===== config.mk =====
export PLATFORM = sky130hd
export DESIGN_NAME = datapath_seq
export DESIGN_NICKNAME = d
export VERILOG_FILES = /design/src/rtl/datapath_pkg.sv /design/src/rtl/dp_alu.sv /design/src/rtl/datapath_seq.sv
export SDC_FILE = /design/constraint.sdc
export NUM_CORES = 1
export LEC_CHECK = 0
export BUFFER_PORTS_ARGS = -buffer_cell sky130_fd_sc_hd__buf_2
export CAP_MARGIN = 20
export CORE_AREA = 2 2 193 214
export CTS_CLUSTER_SIZE = 8
export DETAILED_ROUTE_END_ITERATION = 10
export DIE_AREA = 0 0 195 216
export GPL_ROUTABILITY_DRIVEN = 1
export HOLD_SLACK_MARGIN = 0.02
export PLACE_DENSITY = 0.7
export SLEW_MARGIN = 10
export SYNTH_ARGS = -nofsm -noshare
export SYNTH_HDL_FRONTEND = slang
export SYNTH_SLANG_ARGS = --single-unit

===== constraint.sdc =====
create_clock -name clk -period 10.74 [get_ports clk]
set_clock_uncertainty 0.1 [all_clocks]
set_input_delay 0 -clock clk [delete_from_list [all_inputs] [get_ports clk]]
set_output_delay 0 -clock clk [all_outputs]
set_load 0.02 [all_outputs]

===== src/rtl/datapath_pkg.sv =====
// Shared encodings for the sequenced datapath: operation kinds, ALU functions,
// sequencer states and PSR flag positions.
package datapath_pkg;

  typedef enum logic [1:0] {
    OP_FETCH = 2'b00,
    OP_EXEC  = 2'b01,
    OP_LOAD  = 2'b10,
    OP_STORE = 2'b11
  } op_kind_e;

  typedef enum logic [2:0] {
    ALU_ADD = 3'b000,
    ALU_SUB = 3'b001,
    ALU_AND = 3'b010,
    ALU_OR  = 3'b011,
    ALU_XOR = 3'b100,
    ALU_MOV = 3'b101,
    ALU_CMP = 3'b110,
    ALU_LSH = 3'b111
  } alu_op_e;

  typedef enum logic [1:0] {
    IDLE = 2'b00,
    MEM  = 2'b01,
    EXEC = 2'b10,
    DONE = 2'b11
  } state_e;

  localparam int PSR_C    = 0;
  localparam int PSR_L    = 1;
  localparam int PSR_F    = 2;
  localparam int PSR_Z    = 3;
  localparam int PSR_N    = 4;
  localparam int PSR_BITS = 5;

endpackage


===== src/rtl/dp_alu.sv =====
// Combinational ALU: computes the EXEC result and the next PSR, holding any
// flag the selected function does not define.
module dp_alu
  import datapath_pkg::*;
#(
  parameter int WIDTH = 16
) (
  input  logic [WIDTH-1:0]    a_i,
  input  logic [WIDTH-1:0]    b_i,
  input  alu_op_e             op_i,
  input  logic [PSR_BITS-1:0] psr_i,
  output logic [WIDTH-1:0]    result_o,
  output logic [PSR_BITS-1:0] psr_o
);

  // Shift amount is a signed field one bit wider than needed to index WIDTH.
  localparam int SHW = $clog2(WIDTH) + 1;

  logic [WIDTH:0]   sum;
  logic [WIDTH:0]   diff;
  logic             add_ovf;
  logic             sub_ovf;
  logic             slt;
  logic [SHW-1:0]   sh_amt;
  logic [SHW-1:0]   sh_mag;
  logic [WIDTH-1:0] shifted;

  always_comb begin
    sum     = {1'b0, a_i} + {1'b0, b_i};
    diff    = {1'b0, a_i} - {1'b0, b_i};
    add_ovf = (a_i[WIDTH-1] == b_i[WIDTH-1]) && (sum[WIDTH-1] != a_i[WIDTH-1]);
    sub_ovf = (a_i[WIDTH-1] != b_i[WIDTH-1]) && (diff[WIDTH-1] != a_i[WIDTH-1]);
    slt     = $signed(a_i) < $signed(b_i);

    sh_amt = b_i[SHW-1:0];
    sh_mag = sh_amt[SHW-1] ? -sh_amt : sh_amt;
    if (int'(sh_mag) >= WIDTH) begin
      shifted = '0;
    end else if (sh_amt[SHW-1]) begin
      shifted = a_i >> sh_mag;
    end else begin
      shifted = a_i << sh_mag;
    end

    result_o = '0;
    psr_o    = psr_i;
    case (op_i)
      ALU_ADD: begin
        result_o     = sum[WIDTH-1:0];
        psr_o[PSR_C] = sum[WIDTH];
        psr_o[PSR_F] = add_ovf;
      end
      ALU_SUB, ALU_CMP: begin
        result_o     = diff[WIDTH-1:0];
        psr_o[PSR_C] = diff[WIDTH];
        psr_o[PSR_L] = diff[WIDTH];
        psr_o[PSR_N] = slt;
        psr_o[PSR_F] = sub_ovf;
      end
      ALU_AND: result_o = a_i & b_i;
      ALU_OR:  result_o = a_i | b_i;
      ALU_XOR: result_o = a_i ^ b_i;
      ALU_MOV: result_o = b_i;
      ALU_LSH: result_o = shifted;
      default: result_o = '0;
    endcase
    psr_o[PSR_Z] = (op_i == ALU_CMP) ? (a_i == b_i) : (result_o == '0);
  end

endmodule


===== src/rtl/datapath_seq.sv =====
// Sequenced datapath: accepts one micro-operation at a time and runs it through
// IDLE -> MEM/EXEC -> DONE, using a req/ack memory handshake of any latency.
module datapath_seq
  import datapath_pkg::*;
#(
  parameter int          WIDTH    = 16,
  parameter int          REGBITS  = 4,
  parameter logic [15:0] PC_RESET = 16'h0000
) (
  input  logic             clk,
  input  logic             reset,
  input  logic             op_valid,
  output logic             op_ready,
  input  logic [1:0]       op_kind,
  input  logic [2:0]       alu_op,
  input  logic             use_imm,
  input  logic             zero_ext,
  output logic             mem_req,
  output logic             mem_we,
  output logic [WIDTH-1:0] mem_addr,
  output logic [WIDTH-1:0] mem_wdata,
  input  logic [WIDTH-1:0] mem_rdata,
  input  logic             mem_ack,
  output logic             op_done,
  output logic [15:0]      instr,
  output logic [WIDTH-1:0] pc,
  output logic [4:0]       psr
);

  localparam int NREGS = 2 ** REGBITS;

  state_e              state_q;
  op_kind_e            kind_q;
  alu_op_e             alu_op_q;
  logic                use_imm_q;
  logic                zero_ext_q;
  logic                ready_q;
  logic                done_q;
  logic                req_q;
  logic                we_q;
  logic [WIDTH-1:0]    addr_q;
  logic [WIDTH-1:0]    wdata_q;
  logic [15:0]         instr_q;
  logic [WIDTH-1:0]    pc_q;
  logic [PSR_BITS-1:0] psr_q;
  logic [WIDTH-1:0]    regs_q [NREGS];

  op_kind_e            kind_in;
  logic [REGBITS-1:0]  rdest;
  logic [REGBITS-1:0]  rsrc;
  logic [WIDTH-1:0]    imm_ext;
  logic [WIDTH-1:0]    src_b;
  logic [WIDTH-1:0]    alu_result;
  logic [PSR_BITS-1:0] alu_psr;
  logic                rf_we;
  logic [WIDTH-1:0]    rf_wdata;

  assign kind_in = op_kind_e'(op_kind);
  assign rdest   = instr_q[8 +: REGBITS];
  assign rsrc    = instr_q[0 +: REGBITS];
  assign imm_ext = zero_ext_q ? {{(WIDTH-8){1'b0}}, instr_q[7:0]}
                              : {{(WIDTH-8){instr_q[7]}}, instr_q[7:0]};
  assign src_b   = use_imm_q ? imm_ext : regs_q[rsrc];

  dp_alu #(.WIDTH(WIDTH)) u_alu (
    .a_i      (regs_q[rdest]),
    .b_i      (src_b),
    .op_i     (alu_op_q),
    .psr_i    (psr_q),
    .result_o (alu_result),
    .psr_o    (alu_psr)
  );

  // Single write port shared by LOAD completion and non-CMP EXEC results.
  always_comb begin
    rf_we    = 1'b0;
    rf_wdata = alu_result;
    if (state_q == MEM && mem_ack && kind_q == OP_LOAD) begin
      rf_we    = 1'b1;
      rf_wdata = mem_rdata;
    end else if (state_q == EXEC && alu_op_q != ALU_CMP) begin
      rf_we = 1'b1;
    end
  end

  always_ff @(posedge clk or posedge reset) begin
    if (reset) begin
      for (int i = 0; i < NREGS; i++) regs_q[i] <= '0;
    end else if (rf_we) begin
      regs_q[rdest] <= rf_wdata;
    end
  end

  always_ff @(posedge clk or posedge reset) begin
    if (reset) begin
      state_q    <= IDLE;
      kind_q     <= OP_FETCH;
      alu_op_q   <= ALU_ADD;
      use_imm_q  <= 1'b0;
      zero_ext_q <= 1'b0;
      ready_q    <= 1'b1;
      done_q     <= 1'b0;
      req_q      <= 1'b0;
      we_q       <= 1'b0;
      addr_q     <= '0;
      wdata_q    <= '0;
      instr_q    <= '0;
      pc_q       <= WIDTH'(PC_RESET);
      psr_q      <= '0;
    end else begin
      done_q <= 1'b0;
      case (state_q)
        IDLE: begin
          if (op_valid) begin
            kind_q     <= kind_in;
            alu_op_q   <= alu_op_e'(alu_op);
            use_imm_q  <= use_imm;
            zero_ext_q <= zero_ext;
            ready_q    <= 1'b0;
            if (kind_in == OP_EXEC) begin
              state_q <= EXEC;
            end else begin
              // Address and store data are captured here so they stay stable
              // for however long the memory takes to acknowledge.
              state_q <= MEM;
              req_q   <= 1'b1;
              we_q    <= (kind_in == OP_STORE);
              addr_q  <= (kind_in == OP_FETCH) ? pc_q : regs_q[rsrc];
              if (kind_in == OP_STORE) wdata_q <= regs_q[rdest];
            end
          end
        end
        MEM: begin
          if (mem_ack) begin
            req_q   <= 1'b0;
            we_q    <= 1'b0;
            done_q  <= 1'b1;
            state_q <= DONE;
            if (kind_q == OP_FETCH) begin
              instr_q <= mem_rdata[15:0];
              pc_q    <= pc_q + WIDTH'(1);
            end
          end
        end
        EXEC: begin
          psr_q   <= alu_psr;
          done_q  <= 1'b1;
          state_q <= DONE;
        end
        DONE: begin
          ready_q <= 1'b1;
          state_q <= IDLE;
        end
        default: state_q <= IDLE;
      endcase
    end
  end

  assign op_ready  = ready_q;
  assign op_done   = done_q;
  assign mem_req   = req_q;
  assign mem_we    = we_q;
  assign mem_addr  = addr_q;
  assign mem_wdata = wdata_q;
  assign instr     = instr_q;
  assign pc        = pc_q;
  assign psr       = psr_q;

endmodule

# ---- Word-level counts from Yosys, hierarchy flattened
# Cells that the tools add are included.
# W data, S select, Z words.
dict set report totals {
  ff_bits 338
  in_bits 27
  word_cells 132
}
dict set report classes {
  add_sub_neg 4
  order_cmp 5
  eq_ne 22
  n_shift 2
  mux 37
  bitwise 6
  n_reduce_logical 24
}
# cell n
set op_table {}
lappend op_table {{$bwmux W256} 1}
lappend op_table {{$mux W16} 11}
lappend op_table {{$bmux W16 S4} 2}
lappend op_table {{$pmux W16 S7} 1}
lappend op_table {{$demux W16 S4} 1}
lappend op_table {{$add A16 B16 Y17} 1}
lappend op_table {{$sub A16 B16 Y17} 1}
lappend op_table {{$add A16 B1 Y16 const B} 1}
lappend op_table {{$and A16 B16 Y16} 1}
lappend op_table {{$eq A16 B16 Y1} 1}
lappend op_table {{$logic_not A16 Y1} 1}
lappend op_table {{$lt A16 B16 Y1} 1}
lappend op_table {{$or A16 B16 Y16} 1}
lappend op_table {{$shl A16 B5 Y16} 1}
lappend op_table {{$shr A16 B5 Y16} 1}
lappend op_table {{$xor A16 B16 Y16} 1}
lappend op_table {{$ge A5 B5 Y1 const B} 3}
lappend op_table {{$eq A3 B3 Y1 const B} 4}
lappend op_table {{$pmux W1 S2} 6}
lappend op_table {{$mux W1} 10}
lappend op_table {{$not A4 Y5} 2}
lappend op_table {{$reduce_and A2 Y1} 5}
lappend op_table {{$eq A2 B2 Y1 const B} 4}
lappend op_table {{$pmux W2 S4} 1}
lappend op_table {{other kinds (19)} 38}

# ---- Depth between registers and ports, before layout
# Gate-level depths: netlist of run 1.
dict set report logic_depth {
  ltp_word 13
  depth_mapped 25
  depth_no_buf 20
}

# ---- Hierarchy
# A second synthesis of run 1 with hierarchy kept.
dict set report unflattened {
  cells_unflattened 1783
  area_unflattened_um2 21858.5
}
# mod instances cells_each area_each_um2 seq_area_each_um2
set modules_own_cells {}
lappend modules_own_cells {datapath_seq 1 1129 17401.7 8459.4}
lappend modules_own_cells {dp_alu 1 654 4456.8 0.0}

# ---- Least setup slack after synthesis of run 1
# No wires, ideal clock.
dict set report synth_timing {
  path_kind {reg-to-reg}
  startpoint {register instr_q[1], in the netlist instr[1]}
  endpoint {register regs_q[237] (netlist bit)}
  setup_time_ns 0.125
  arrival_ns 5.457
  required_ns 10.515
  setup_slack_ns 5.058
  stages_incl_launch_ff 22
  synth_period_minus_slack_ns 5.682
  cell_sequence {dfrtp_1 buf_4 buf_4 clkbuf_1 buf_4 buf_4 clkbuf_1 mux4_2 mux4_2 mux2i_1 ha_1 clkbuf_1 nor3_1 nor2_1 o41a_1 a21boi_0 o21ai_0 a221o_1 a221oi_1 a21oi_1 clkbuf_1 mux2_2}
}
dict set report synth_via {
  elab_chain_len 13
  word_cells_on_any_way 21
}
# item line
set synth_rtl {}
lappend synth_rtl {{start: declaration} datapath_seq.sv:43} ;# logic [15:0] instr_q;
lappend synth_rtl {{start signal: assignment} datapath_seq.sv:140} ;# instr_q <= mem_rdata[15:0];
lappend synth_rtl {{$not A4 Y5 (not written as such)} datapath_seq.sv:63} ;# assign src_b = use_imm_q ? imm_ext : regs_q[rsrc];
lappend synth_rtl {{$bmux W16 S4} datapath_seq.sv:63}
lappend synth_rtl {{$mux W16 (not written as such) (2 in series)} datapath_seq.sv:63}
lappend synth_rtl {{$mux W16 (*)} datapath_seq.sv:63}
lappend synth_rtl {{$neg A5 Y5} dp_alu.sv:36} ;# sh_mag = sh_amt[SHW-1] ? -sh_amt : sh_amt;
lappend synth_rtl {{$mux W5} dp_alu.sv:36}
lappend synth_rtl {{$shl A16 B5 Y16 / $shr A16 B5 Y16 (equally long branches)} {dp_alu.sv:42, dp_alu.sv:40}}
lappend synth_rtl {{$mux W16} dp_alu.sv:39} ;# end else if (sh_amt[SHW-1]) begin
lappend synth_rtl {{$mux W16} dp_alu.sv:37} ;# if (int'(sh_mag) >= WIDTH) begin
lappend synth_rtl {{$pmux W16 S7 (*)} dp_alu.sv:47} ;# case (op_i)
lappend synth_rtl {{$mux W16 (*)} datapath_seq.sv:78} ;# if (state_q == MEM && mem_ack && kind_q == OP_LOAD) begin
lappend synth_rtl {{$bwmux W256 (*)} datapath_seq.sv:90} ;# regs_q[rdest] <= rf_wdata;
lappend synth_rtl {{end signal: indexed assignment} datapath_seq.sv:90}
lappend synth_rtl {{end: declaration} datapath_seq.sv:46} ;# logic [WIDTH-1:0] regs_q [NREGS];
# Every way passes the cells marked *; elsewhere a longest branch is shown, timed or not. The select of a mux whose other input is x is not followed.
# A chain may end at the register's enable or synchronous reset.

# ---- Worst setup path in the final report of run 1
dict set report layout_timing {
  startpoint {register instr_q[1], in the netlist instr[1]}
  endpoint {register regs_q[242] (netlist bit)}
}
# Same word-level chain as after synthesis.

==> qor.csv, run 1 <==
metric,value,unit
WL final,69500,µm
area grow syn2layout,11.0,%
#FFs+latches synth,338,
Worst EP required,11.13,ns
total track usage,0.334,
Critical Path Slowest Stage Cell,a211oi_1,
Highest Clock Rate,140,MHz
layout cells sized above 1,0.268,
Slew @ Worst Pin,1.06,ns
routability cong.,0.989,
critical path class,flip-flop to flip-flop,
DRC Markers,0,
Iteration-0 DRC Markers,1700,
layout net count,2156,
CTS H-tree depth,2,
crit-path most repeated cell,mux2i_1,
worst-path cell chain,buf_4 -> nor2b_1 -> a21oi_1 -> a22o_1 -> mux2i_1 -> ha_1 -> mux2i_1 -> nor2_1 -> a221o_1 -> a21oi_1 -> nand4_1 -> a21bo_2 -> mux2i_1 -> a211oi_1 -> mux2i_1 -> buf_4 -> o21ai_0,
number of distinct library cells after synthesis,94,
post-CTS sizing,0,
CTS sink count,338,
Clock Latency Late Sink,0.60,ns
GRT overflow,0,
Final Hold Viols,0,
crit end category,flip-flop,
drt wl/cell,26.8,µm
worst reg2reg path depth,17,
first-pass GRT wire length,107000,µm
Max-slew headroom,0.293,
cells after synthesis,1996,
Post-synth EDFFs,0,
DIE WIDTH,195,µm
r2r endpoint,regs_q[242],
cell row count,77,
CTS tree,done,
worst hold path class,input pin to async pin,
Mapped Area,0.0217,mm²
Ports,100,
DP HPWL,46900,µm
outcome,"finished, final reports clean",
DR vias,17500,
largest stage delay on the critical path,0.89,ns
FILL cells,3265,
Async SR Flop Fraction,1.00,
worst reg2reg startpoint,instr[1],
"Arr. time, crit path",7.55,ns
vias per std cell,6.75,
Final ANT Viol Nets,0,
clock root buffer,clkbuf_16,
setup TNS,0,ns
final setup vio count,0,
"Seq/Total Area, Yosys",0.390,
n_diodes,0,
Synth Flop Type,dfrtp_1,
total CTS buffers,48,
Final Non-Filler Cells,2597,
Initial Utilization,0.543,
yosys warns,0,
final worst path period share,0.667,
R2R setup slack,3.58,ns
Clock Pin Slew Worst Setup and Hold Paths,0.06,ns
Max Cap Violations,0,
Final Max Slew Viols,0,
Layout Utilization,0.603,
First-pass DRT Iterations,6,
worst-path fanout max,45,
core area,0.0399,mm²
fin crit period,7.16,ns
largest net degree at the start of global routing,131,
Worst Setup Start Kind,flip-flop,
placed cells,2495,
Die Span Y,216,µm
RSZ-0062 raised after global routing,false,
"Avg Cell Area, Syn",10.9,µm²
Die ar.,0.0421,mm²
initial antenna violation count,0,
vias in the first global route,17500,
deepest clock path buffer count,3,
buffers added on ports,99,
post-synth net total,2081,
## registers in the layout (all words and copies together) (netlist names), 2 cells and up
name,count
state_q,2
instr,16
psr,5
mem_wdata,16
pc,16
regs_q,256
kind_q,2
alu_op_q,3
mem_addr,16
## cell type report
class | instances | area (µm²) | share of cell area
multi-input cells | 1434 | 12200 | 0.507
flip-flops and latches | 338 | 8470 | 0.352
clock buffers | 62 | 1270 | 0.0530
repair buffers | 185 | 1220 | 0.0507
well taps | 513 | 642 | 0.0267
inverters | 64 | 248 | 0.0103
clock inverters | 1 | 7.51 | 0.000312
## how the worst max path moves through the flow
stage                         from           to  slack (ns)  depth (start not counted)
after floorplan              reset  alu_op_q[0]        1.28                          1
after detailed placement  instr[0]  regs_q[222]        3.69                         17
after CTS                 instr[0]   regs_q[62]        3.66                         17
after global routing      instr[1]  regs_q[242]        3.14                         17
final                     instr[1]  regs_q[242]        3.58                         17
after global placement    instr[0]    regs_q[0]        3.80                         18
## per-stage QoR
stage	area, µm²	setup WS [ns]	hold slack, ns
after floorplan	21700	1.28	0.0168
after global placement	22400	3.80	0.134
after detailed placement	22400	3.69	0.143
after CTS	24000	3.66	0.0650
after global routing	24100	3.14	0.0883
final	24100	3.58	0.0405
## what timing repair did
| item | in CTS | in global routing |
|---|---|---|
| endpoints found under the hold margin | 262 | 0 |
| hold buffers | 33 | 0 |
| buffers inserted | 0 | 0 |
## cells by family after synthesis
family,synth area share
buf+inv,0.0499
mux,0.276
fa+ha+maj,0.0342
simple gates,0.106
flops,0.390
xor+xnor,0.0113
compound gates,0.132
## per-layer routing
metal | up-vias | global-route usage | wire, µm
li1 | 7553 | - | -
met1 | 8833 | 0.433 | 26900
met2 | 910 | 0.523 | 32300
met3 | 233 | 0.0617 | 5650
met4 | 0 | 0.208 | 4660
met5 | - | 0 | 0
## synth_stat cells (16+ instances only)
cell type / n / area [µm²]
nand2_1: 174 / 653
mux4_2: 125 / 2820
nand3_1: 64 / 320
mux2_2: 183 / 2060
a22o_1: 16 / 140
buf_2: 33 / 165
xnor2_1: 19 / 166
mux4_1: 20 / 526
dfrtp_1: 337 / 8430
ha_1: 56 / 701
nor2_1: 158 / 593
nor3_1: 24 / 120
clkbuf_1: 92 / 345
mux2i_1: 56 / 561
inv_1: 61 / 229
a21oi_1: 144 / 721
o211ai_1: 23 / 173
o21ai_0: 115 / 576
nor2b_1: 17 / 106
## placed cells by master (no fill, tap or decap), types with 9 or more instances in the layout
cell type / n
o22ai_1: 13
a211oi_1: 12
clkbuf_1: 13
nor2_1: 148
o21ai_0: 115
inv_1: 60
nand2b_1: 11
buf_2: 100
a22o_1: 16
nand3_1: 64
xnor2_1: 19
o221ai_1: 9
nor2b_1: 17
nand2_1: 174
nand4_1: 14
nor2_2: 11
a21oi_1: 143
a31oi_1: 14
mux4_1: 20
mux2i_1: 56
xor2_1: 9
mux2_2: 183
nor3_1: 19
dfrtp_1: 333
mux4_2: 125
o211ai_1: 23
buf_4: 52
clkbuf_16: 49
dlygate4sd3_1: 33
ha_1: 56
## worst max-delay path, delay by kind of cell (launching register included)
kind            cells  cell delay (ns)
compound gates      7             3.03
mux                 4             1.11
buf+inv             2             0.90
flops               1             0.73
simple gates        3             0.73
fa+ha+maj           1             0.41
Power of run 1 is not shown: default switching activity piles up to over one toggle a cycle in this logic, so the estimate is an artifact.
==> inputs of run 2 (changes only) <==
- PLACE_DENSITY: 0.7 -> 0.73
- clock period: 10.74 -> 5.75 ns (I/O delays scaled with it)
==> run 2 against run 1 <==
  * Routed wire length is 2.6% higher
  * Critical endpoint is now regs_q[57]
  * Maximum frequency is 29% higher
  * Hold slack better by 0.028 ns
  * Count of clock-buffer cells in the layout is 1 higher
  * Die area stayed put
  * Sequential share of layout area is 0.86 points lower
  * Final area is 2.6% higher
  * First-iteration DRC count is 10% higher
  * Core utilization is 1.5 points higher
  * Global-route usage is 0.53 points higher
==> qor.csv, run 2 (synthesized netlist as in run 1, its figures left out) <==
metric,value,unit
outcome,"finished, final reports clean",
Max Cap Violations,0,
Slew @ Worst Pin,1.23,ns
max reg flops,256,
Final Max Slew Viols,0,
cell row count,77,
fin area,0.0247,mm²
Worst EP required,6.11,ns
crit end category,flip-flop,
fin crit period,5.53,ns
DR vias,18000,
n_diodes,0,
largest net degree at the start of global routing,151,
Biggest register,regs_q,
most frequent cells in the layout,"dfrtp_1, mux2_2, nand2_1",
Min Hold Slack,0.0684,ns
worst-path fanout max,17,
worst hold path class,input pin to async pin,
core area,0.0399,mm²
met2 WL,34300,µm
final worst path period share,0.962,
"commonest non-fill, non-tap cell in the layout",dfrtp_1,
Worst Setup Start Kind,flip-flop,
WL final,71300,µm
Worst Slack Setup Final,0.220,ns
M1 WL,26500,µm
total CTS buffers,48,
DIE WIDTH,195,µm
Max-slew headroom,0.179,
First-pass DRT Iterations,8,
total track usage,0.339,
max layer used,met4,
critical path class,flip-flop to flip-flop,
buffers added on ports,99,
Initial Utilization,0.543,
Clock Latency Late Sink,0.59,ns
cell area after placement,0.0229,mm²
initial antenna violation count,0,
CTS tree,done,
DRC Markers,0,
clock root buffer,clkbuf_16,
CTS sink count,338,
vias in the first global route,17900,
"Arr. time, crit path",5.89,ns
Die ar.,0.0421,mm²
vias per std cell,6.76,
deepest clock path buffer count,3,
setup TNS,0,ns
first-pass GRT wire length,108000,µm
DP HPWL,49600,µm
final setup vio count,0,
routed wl met3,6070,µm
GRT overflow,0,
Ports,100,
Highest Clock Rate,181,MHz
RSZ-0062 raised after global routing,false,
area grow syn2layout,13.9,%
Die Span Y,216,µm
Final Hold Viols,0,
drt wl/cell,26.9,µm
Clock Pin Slew Worst Setup and Hold Paths,0.06,ns
post-placement setup slack,-0.414,ns
worst reg2reg path depth,16,
Iteration-0 DRC Markers,1870,
routability cong.,0.991,
Final ANT Viol Nets,0,
layout net count,2211,
CTS H-tree depth,2,
layout cells sized above 1,0.290,
FILL cells,3160,
## run 2: cell types whose count changed in the layout (fill, tap and decap cells not counted), moves of 3 or more
| cell | delta |
|---|---|
| o21ai_0 | -3 |
| buf_4 | +44 |
| buf_12 | +6 |
| buf_8 | +3 |
## run 2: final timing paths
check | start | end | slack (ns)
hold / removal | reset | regs_q[51] | 0.07
min in group clk | use_imm | use_imm_q | 0.09
max in group asynchronous | reset | regs_q[172] | 3.88
setup reg to reg | instr[0] | regs_q[57] | 0.22
hold reg to reg | mem_wdata[5] | mem_wdata[5] | 0.37
setup / recovery | instr[0] | regs_q[57] | 0.22
## run 2: layer usage
metal / vias up / GRT usage
met5: - / 0
met4: 0 / 0.198
met3: 251 / 0.0711
met2: 1003 / 0.553
met1: 9034 / 0.420
li1: 7663 / -
## run 2: critical path: stages, from the launching register on
cell and delay [ns]:
dfrtp_4 0.57, buf_12 0.23, mux4_2 0.54, mux4_2 0.59, mux2i_1 0.30, ha_1 0.39
inv_1 0.15, a21oi_1 0.08, o21bai_1 0.15, o21ai_1 0.16, o31ai_1 0.24, nor3_1 0.07
a2111oi_0 0.52, o221ai_1 0.32, a31oi_4 0.35, a21oi_2 0.26, mux2_2 0.35
## run 2: area by class of cell
type,count,area (µm²),area share
flip-flops and latches,338,8470,0.343
inverters,64,244,0.00988
clock buffers,63,1280,0.0518
repair buffers,240,1750,0.0707
clock inverters,3,43.8,0.00177
well taps,513,642,0.0260
multi-input cells,1434,12300,0.497
## run 2: per-stage QoR
| step | utilization | instances |
|---|---|---|
| finish | 0.619 | 2655 |
| global route | 0.619 | 2655 |
| floorplan | - | 1996 |
| CTS | 0.616 | 2649 |
| global placement | 0.573 | 2546 |
| detailed placement | 0.574 | 2548 |
## run 2: timing repair
action / 4_1_cts / 5_1_grt
hold endpoints to repair: 293 / 0
resized for setup: 5 / 10
setup endpoints to repair: 42 / 81
buffers inserted: 0 / 2
hold buffers: 35 / 0
Power of run 2 is left out for the same reason.
